$ cat config.mk
export PLATFORM = sky130hd
export DESIGN_NAME = mem_copy_dma
export DESIGN_NICKNAME = d
export VERILOG_FILES = /design/src/rtl/mem_copy_pkg.sv /design/src/rtl/mem_copy_dma.sv
export SDC_FILE = /design/constraint.sdc
export NUM_CORES = 1
export LEC_CHECK = 0
export CORE_MARGIN = 2
export CORE_UTILIZATION = 46
export CTS_CLUSTER_SIZE = 8
export DETAILED_ROUTE_END_ITERATION = 8
export GPL_ROUTABILITY_DRIVEN = 1
export PLACE_DENSITY = 0.84
export SLEW_MARGIN = 5
export SYNTH_ARGS = -nofsm -noshare
export SYNTH_HDL_FRONTEND = slang
export SYNTH_SLANG_ARGS = --single-unit
$ cat constraint.sdc
create_clock -name clk -period 6.2 [get_ports clk]
set_clock_uncertainty 0.05 [all_clocks]
set_input_delay 1.24 -clock clk [delete_from_list [all_inputs] [get_ports clk]]
set_output_delay 1.24 -clock clk [all_outputs]
set_load 0.01 [all_outputs]
$ cat src/rtl/mem_copy_pkg.sv
// Shared types and constants for the word-granular memory-copy DMA.
package mem_copy_pkg;

  // Transfer sequencer states.
  typedef enum logic [1:0] {
    IDLE  = 2'd0,
    READ  = 2'd1,
    WRITE = 2'd2,
    DONE  = 2'd3
  } state_e;

  // Bytes per word and the matching address shift.
  localparam int WORD_BYTES = 4;
  localparam int WORD_SHIFT = 2;

endpackage

$ cat src/rtl/mem_copy_dma.sv
// Memory-copy initiator on the single-port data-memory interface.
// Copies len 32-bit words from srcAddr to dstAddr, two cycles per word,
// ascending addresses, with silent wrap at the top of the address space.
// Optional feature macro: MEM_COPY_FILL_EN adds a fill mode that writes a
// latched constant word instead of copying (one cycle per word).
//
// state | meaning
// ------+-----------------------------------------------------------------
// IDLE  | waiting for start; latches addresses, length (and fill settings)
// READ  | drives source word address, captures readData into the buffer
// WRITE | drives destination word address with memWrite; advances idx
// DONE  | single-cycle completion pulse, then back to IDLE
module mem_copy_dma
  import mem_copy_pkg::*;
#(
  parameter int ADDR_W = 32,
  parameter int DATA_W = 32,
  parameter int LEN_W  = 10
) (
  input  logic              clk,
  input  logic              rst,
  input  logic              start,
  input  logic [ADDR_W-1:0] srcAddr,
  input  logic [ADDR_W-1:0] dstAddr,
  input  logic [LEN_W-1:0]  len,
`ifdef MEM_COPY_FILL_EN
  input  logic              fill,
  input  logic [DATA_W-1:0] fillData,
`endif
  output logic              busy,
  output logic              done,
  output logic              memWrite,
  output logic [ADDR_W-1:0] addr,
  output logic [DATA_W-1:0] writeData,
  input  logic [DATA_W-1:0] readData
);

  // Addresses are held as word addresses so every emitted address is aligned.
  localparam int WA_W = ADDR_W - WORD_SHIFT;

  state_e            state_q, state_d;
  logic [WA_W-1:0]   src_q, src_d;
  logic [WA_W-1:0]   dst_q, dst_d;
  logic [LEN_W-1:0]  len_q, len_d;
  logic [LEN_W-1:0]  idx_q, idx_d;
  logic [DATA_W-1:0] buf_q, buf_d;

  logic [LEN_W-1:0]  idx_inc;
  logic              last_word;
  logic [WA_W-1:0]   idx_ext;
  logic [WA_W-1:0]   rd_word;
  logic [WA_W-1:0]   wr_word;
  logic [DATA_W-1:0] wr_src;
  logic              fill_mode;

  // Byte-lane bits of the request addresses carry no meaning for word copies.
  logic unused_addr_lsbs;
  assign unused_addr_lsbs = ^{srcAddr[WORD_SHIFT-1:0], dstAddr[WORD_SHIFT-1:0]};

`ifdef MEM_COPY_FILL_EN
  logic              fill_q, fill_d;
  logic [DATA_W-1:0] fill_data_q, fill_data_d;

  // Fill settings are captured together with the rest of the request.
  always_ff @(posedge clk or posedge rst) begin
    if (rst) begin
      fill_q      <= 1'b0;
      fill_data_q <= '0;
    end else begin
      fill_q      <= fill_d;
      fill_data_q <= fill_data_d;
    end
  end

  // Latch fill settings only when a request is accepted.
  always_comb begin
    fill_d      = fill_q;
    fill_data_d = fill_data_q;
    if (state_q == IDLE && start) begin
      fill_d      = fill;
      fill_data_d = fillData;
    end
  end

  assign fill_mode = fill_q;
  assign wr_src    = fill_q ? fill_data_q : buf_q;
`else
  assign fill_mode = 1'b0;
  assign wr_src    = buf_q;
`endif

  // idx never exceeds len-1 while in WRITE, so idx+1 cannot overflow LEN_W.
  assign idx_inc   = idx_q + LEN_W'(1);
  assign last_word = (idx_inc == len_q);
  assign idx_ext   = WA_W'(idx_q);
  assign rd_word   = src_q + idx_ext;
  assign wr_word   = dst_q + idx_ext;

  // State, request registers, index counter and word buffer.
  always_ff @(posedge clk or posedge rst) begin
    if (rst) begin
      state_q <= IDLE;
      src_q   <= '0;
      dst_q   <= '0;
      len_q   <= '0;
      idx_q   <= '0;
      buf_q   <= '0;
    end else begin
      state_q <= state_d;
      src_q   <= src_d;
      dst_q   <= dst_d;
      len_q   <= len_d;
      idx_q   <= idx_d;
      buf_q   <= buf_d;
    end
  end

  // Next-state logic; start is only looked at in IDLE.
  always_comb begin
    state_d = state_q;
    src_d   = src_q;
    dst_d   = dst_q;
    len_d   = len_q;
    idx_d   = idx_q;
    buf_d   = buf_q;
    case (state_q)
      IDLE: begin
        if (start) begin
          src_d = srcAddr[ADDR_W-1:WORD_SHIFT];
          dst_d = dstAddr[ADDR_W-1:WORD_SHIFT];
          len_d = len;
          idx_d = '0;
          if (len == '0) begin
            state_d = DONE;
          end else if (fill_mode_next()) begin
            state_d = WRITE;
          end else begin
            state_d = READ;
          end
        end
      end
      READ: begin
        buf_d   = readData;
        state_d = WRITE;
      end
      WRITE: begin
        idx_d = idx_inc;
        if (last_word) begin
          state_d = DONE;
        end else if (fill_mode) begin
          state_d = WRITE;
        end else begin
          state_d = READ;
        end
      end
      DONE: begin
        state_d = IDLE;
      end
      default: begin
        state_d = IDLE;
      end
    endcase
  end

  // Fill mode of the request being accepted (taken straight from the port).
  function automatic logic fill_mode_next();
`ifdef MEM_COPY_FILL_EN
    return fill;
`else
    return 1'b0;
`endif
  endfunction

  // Memory-port outputs decoded from the current state; idle bus is all zero.
  always_comb begin
    busy      = 1'b0;
    done      = 1'b0;
    memWrite  = 1'b0;
    addr      = '0;
    writeData = '0;
    case (state_q)
      READ: begin
        busy = 1'b1;
        addr = {rd_word, {WORD_SHIFT{1'b0}}};
      end
      WRITE: begin
        busy      = 1'b1;
        memWrite  = 1'b1;
        addr      = {wr_word, {WORD_SHIFT{1'b0}}};
        writeData = wr_src;
      end
      DONE: begin
        done = 1'b1;
      end
      default: begin
        busy = 1'b0;
      end
    endcase
  end

endmodule

==> results.toml <==
[outcome]
run_status = "finished clean"

[routing]
first_pass_iters = 4
avgViaCountPerCell = 5.520
wire_per_inst_um = 17.86
antenna_left = 0
num_vias = 5161
drcViolationCount = 0
drt_wl_total_mm = 16.70
first_iter_violations = 260

[floorplanning]
coreArea_mm2 = 0.01393
die_w_um = 123.8
io_pins = 176
core.rowCount = 43
die-area_mm2 = 0.01533
die_h_um = 123.8
start_util_pct = 47.39

[power]
p_leak_uw = 0.003609
peakVddDrop_mv = 0.2741
p_per_area_mw_per_mm2 = 509.1

[global_route]
antenna_found_initial = 0
grt_usage_pct = 22.64
grt_pass1_vias = 5468
grt_pass1_wl_mm = 26.54
grt_max_degree = 68
grt_overflow = 0

[sta]
period_minus_slack_ps = 5822
final_hold_viol_count = 0
final-max-slew-violation-count = 0
tightest_slew_ps = 808.6
fmax_mhz = 171.8
setup_tns_ps = 0
rsz0062_at_grt = "no"
setup_viol = 0
max_slew_margin_pct = 45.73
hold_ws_ps = 448.6
fin_crit_sh_pct = 93.91

[clock_tree]
cts_setup_buffers = 0
numCtsBuffers = 17
htreeDepth = 4
ctsResizeCount = 0
ctsRootBufferMaster = "clkbuf_16"
cts.sinks = 114
clockBufferDepth = 2
cts_tree = "built"
hold_buffers = 0
clk_latency_ps = 410
clk_pin_slew_worst_paths_ps = 60

[worst_setup_path]
worstPathRequired_ps = 4910
r2r_slack_ps = 3600
startpoint_type = "register"
endpoint_kind = "output port"
cpLargestDelayFamily = "compound AO/OA/AOI/OAI gates"
path_cells = "inv_1 -> ha_2 -> mux2_2 -> ha_1 -> fa_1 -> a211oi_1 -> o21ai_2 -> o31ai_4 -> a2111oi_1 -> mux2i_1 -> clkdlybuf4s50_1"
cp-startpoint = "state_q[0]$_DFFE_PP0P_"
path_class = "register to output port"
cp_max_fo = 13
r2r-start = "state_q[0]$_DFFE_PP0P_"
critical_path.n_buffers_inverters = 2
slowest_stage = "clkdlybuf4s50_1"
slowest_delay_ps = 580
critPathArrivalTime_ps = 4530

[hold_path]
worstHoldPathType = "register to register"
hold_start = "buf_q[2]$_DFFE_PP0P_"

[yosys]
synth.yosys.seq_area_share_pct = 43.20
syn-cell-area_mm2 = 0.006604
synth_area_per_cell_um2 = 11.37
synth_cell_type_count = 65
synthArstFlopShare_pct = 100.0
ys_ff_latch = 114
synth-edff-count = 0
netlist_instances = 581
synthFlopType = "dfrtp_1"
synth_warnings = 0

[placed_design]
place_congestion = 0.8874
dpl.hpwl_mm = 11.98
port_buffers = 169

[finish]
area_delta_synth_final_pct = 37.12
drive_above_1_share_pct = 23.97
multiInputGateArea_mm2 = 0.003555
antenna_cells = 0
seq_area_mm2 = 0.002853
n_fill_cell = 1052
finalNetCount = 867

[flow_run]
max_cap_viol_count = 0
## metal layers
layer	share of wire (%)	GRT usage, %	routed length, µm	vias up
met5	0	0	0	-
met4	2.0	8.381	334	0
met3	8.2	8.562	1374	30
met2	48	37.16	8025	199
met1	42	27.08	6969	2516
li1	-	-	-	2416
## power by group
part           switching (µW)  internal (µW)  total (µW)  leakage [µW]
Clock                     371            701        1070      0.000312
Sequential                235           1100        1340       0.00136
Combinational            1020           1180        2200       0.00194
## flip-flops by register name, summed over array words and instances, names as in the netlist
register / cells
state_q: 2
idx_q: 10
dst_q: 30
src_q: 30
buf_q: 32
len_q: 10
## cell usage in the layout, fill, tap and decap left out, types with 5 or more instances in the layout
cell | Yosys | final
a21oi_1 | 16 | 16
and2_1 | 35 | 35
buf_4 | 4 | 6
clkbuf_16 | 0 | 17
clkdlybuf4s50_1 | 0 | 169
dfrtp_1 | 114 | 114
ha_1 | 15 | 14
inv_1 | 7 | 6
inv_6 | 0 | 5
mux2_1 | 7 | 7
mux2_2 | 114 | 114
mux2i_1 | 30 | 30
nand2_1 | 38 | 37
nand2b_1 | 7 | 7
nand3_1 | 13 | 13
nor2_1 | 17 | 17
nor3_1 | 16 | 16
nor4_1 | 6 | 6
o21ai_0 | 8 | 8
o21ai_1 | 9 | 9
or2_2 | 6 | 6
xnor2_1 | 11 | 11
xor2_1 | 7 | 7
## synth_stat cells, types with 7 or more instances
| cell type | n | share of area, % |
|---|---|---|
| and2_1 | 35 | 3.3 |
| nor2_1 | 17 | 0.97 |
| xor2_1 | 7 | 0.93 |
| clkbuf_1 | 17 | 0.97 |
| o21ai_1 | 9 | 0.68 |
| nor3_1 | 16 | 1.2 |
| nand2_1 | 38 | 2.2 |
| mux2_2 | 114 | 19 |
| ha_1 | 15 | 2.8 |
| xnor2_1 | 11 | 1.5 |
| mux2_1 | 7 | 1.2 |
| nand3_1 | 13 | 0.99 |
| a21oi_1 | 16 | 1.2 |
| o21ai_0 | 8 | 0.61 |
| mux2i_1 | 30 | 4.5 |
| inv_1 | 7 | 0.40 |
| dfrtp_1 | 114 | 43 |
| nand2b_1 | 7 | 0.66 |
## area by class of cell
class,instances,share of cell area [%]
flip-flops and latches,114,31.50
repair buffers,175,19.18
well taps,180,2.487
clock inverters,13,2.169
multi-input cells,425,39.26
inverters,9,0.4007
clock buffers,19,5.002
## per-stage QoR
stage	cells	utilization, %	setup WS [ps]	total power [µW]	instance area, µm²
after floorplan	582	-	1080	2713	6608
after global placement	903	60.32	926.8	3438	8406
after detailed placement	903	60.32	835.8	3549	8406
after CTS	935	64.98	386.0	4644	9055
after global routing	935	64.98	150.6	4907	9055
final	935	64.98	377.9	4610	9055
## kinds of logic (layout without fill, tap and decap cells)
kind of cell	Yosys count	after routing	share of synthesized area (%)
AOI/OAI and AO/OA	76	76	8.943
xor gates and xnor gates	18	18	2.387
adders and majority gates	16	16	3.145
buffers and inverters	43	216	3.107
DFF	114	114	43.20
muxes	151	151	25.18
other	1	2	0.05679
and+or+nand+nor	162	162	13.98
## path summary, 6_finish.rpt
kind | depth (start not counted) | to
min reg2reg | 1 | buf_q[2]$_DFFE_PP0P_
min | 1 | buf_q[2]$_DFFE_PP0P_
max | 11 | addr[30]
max reg2reg | 5 | idx_q[2]$_DFFE_PP0P_
max in group asynchronous | 3 | src_q[24]$_DFFE_PP0P_
min in group asynchronous | 2 | buf_q[19]$_DFFE_PP0P_
(Power assumes the default switching activity.)
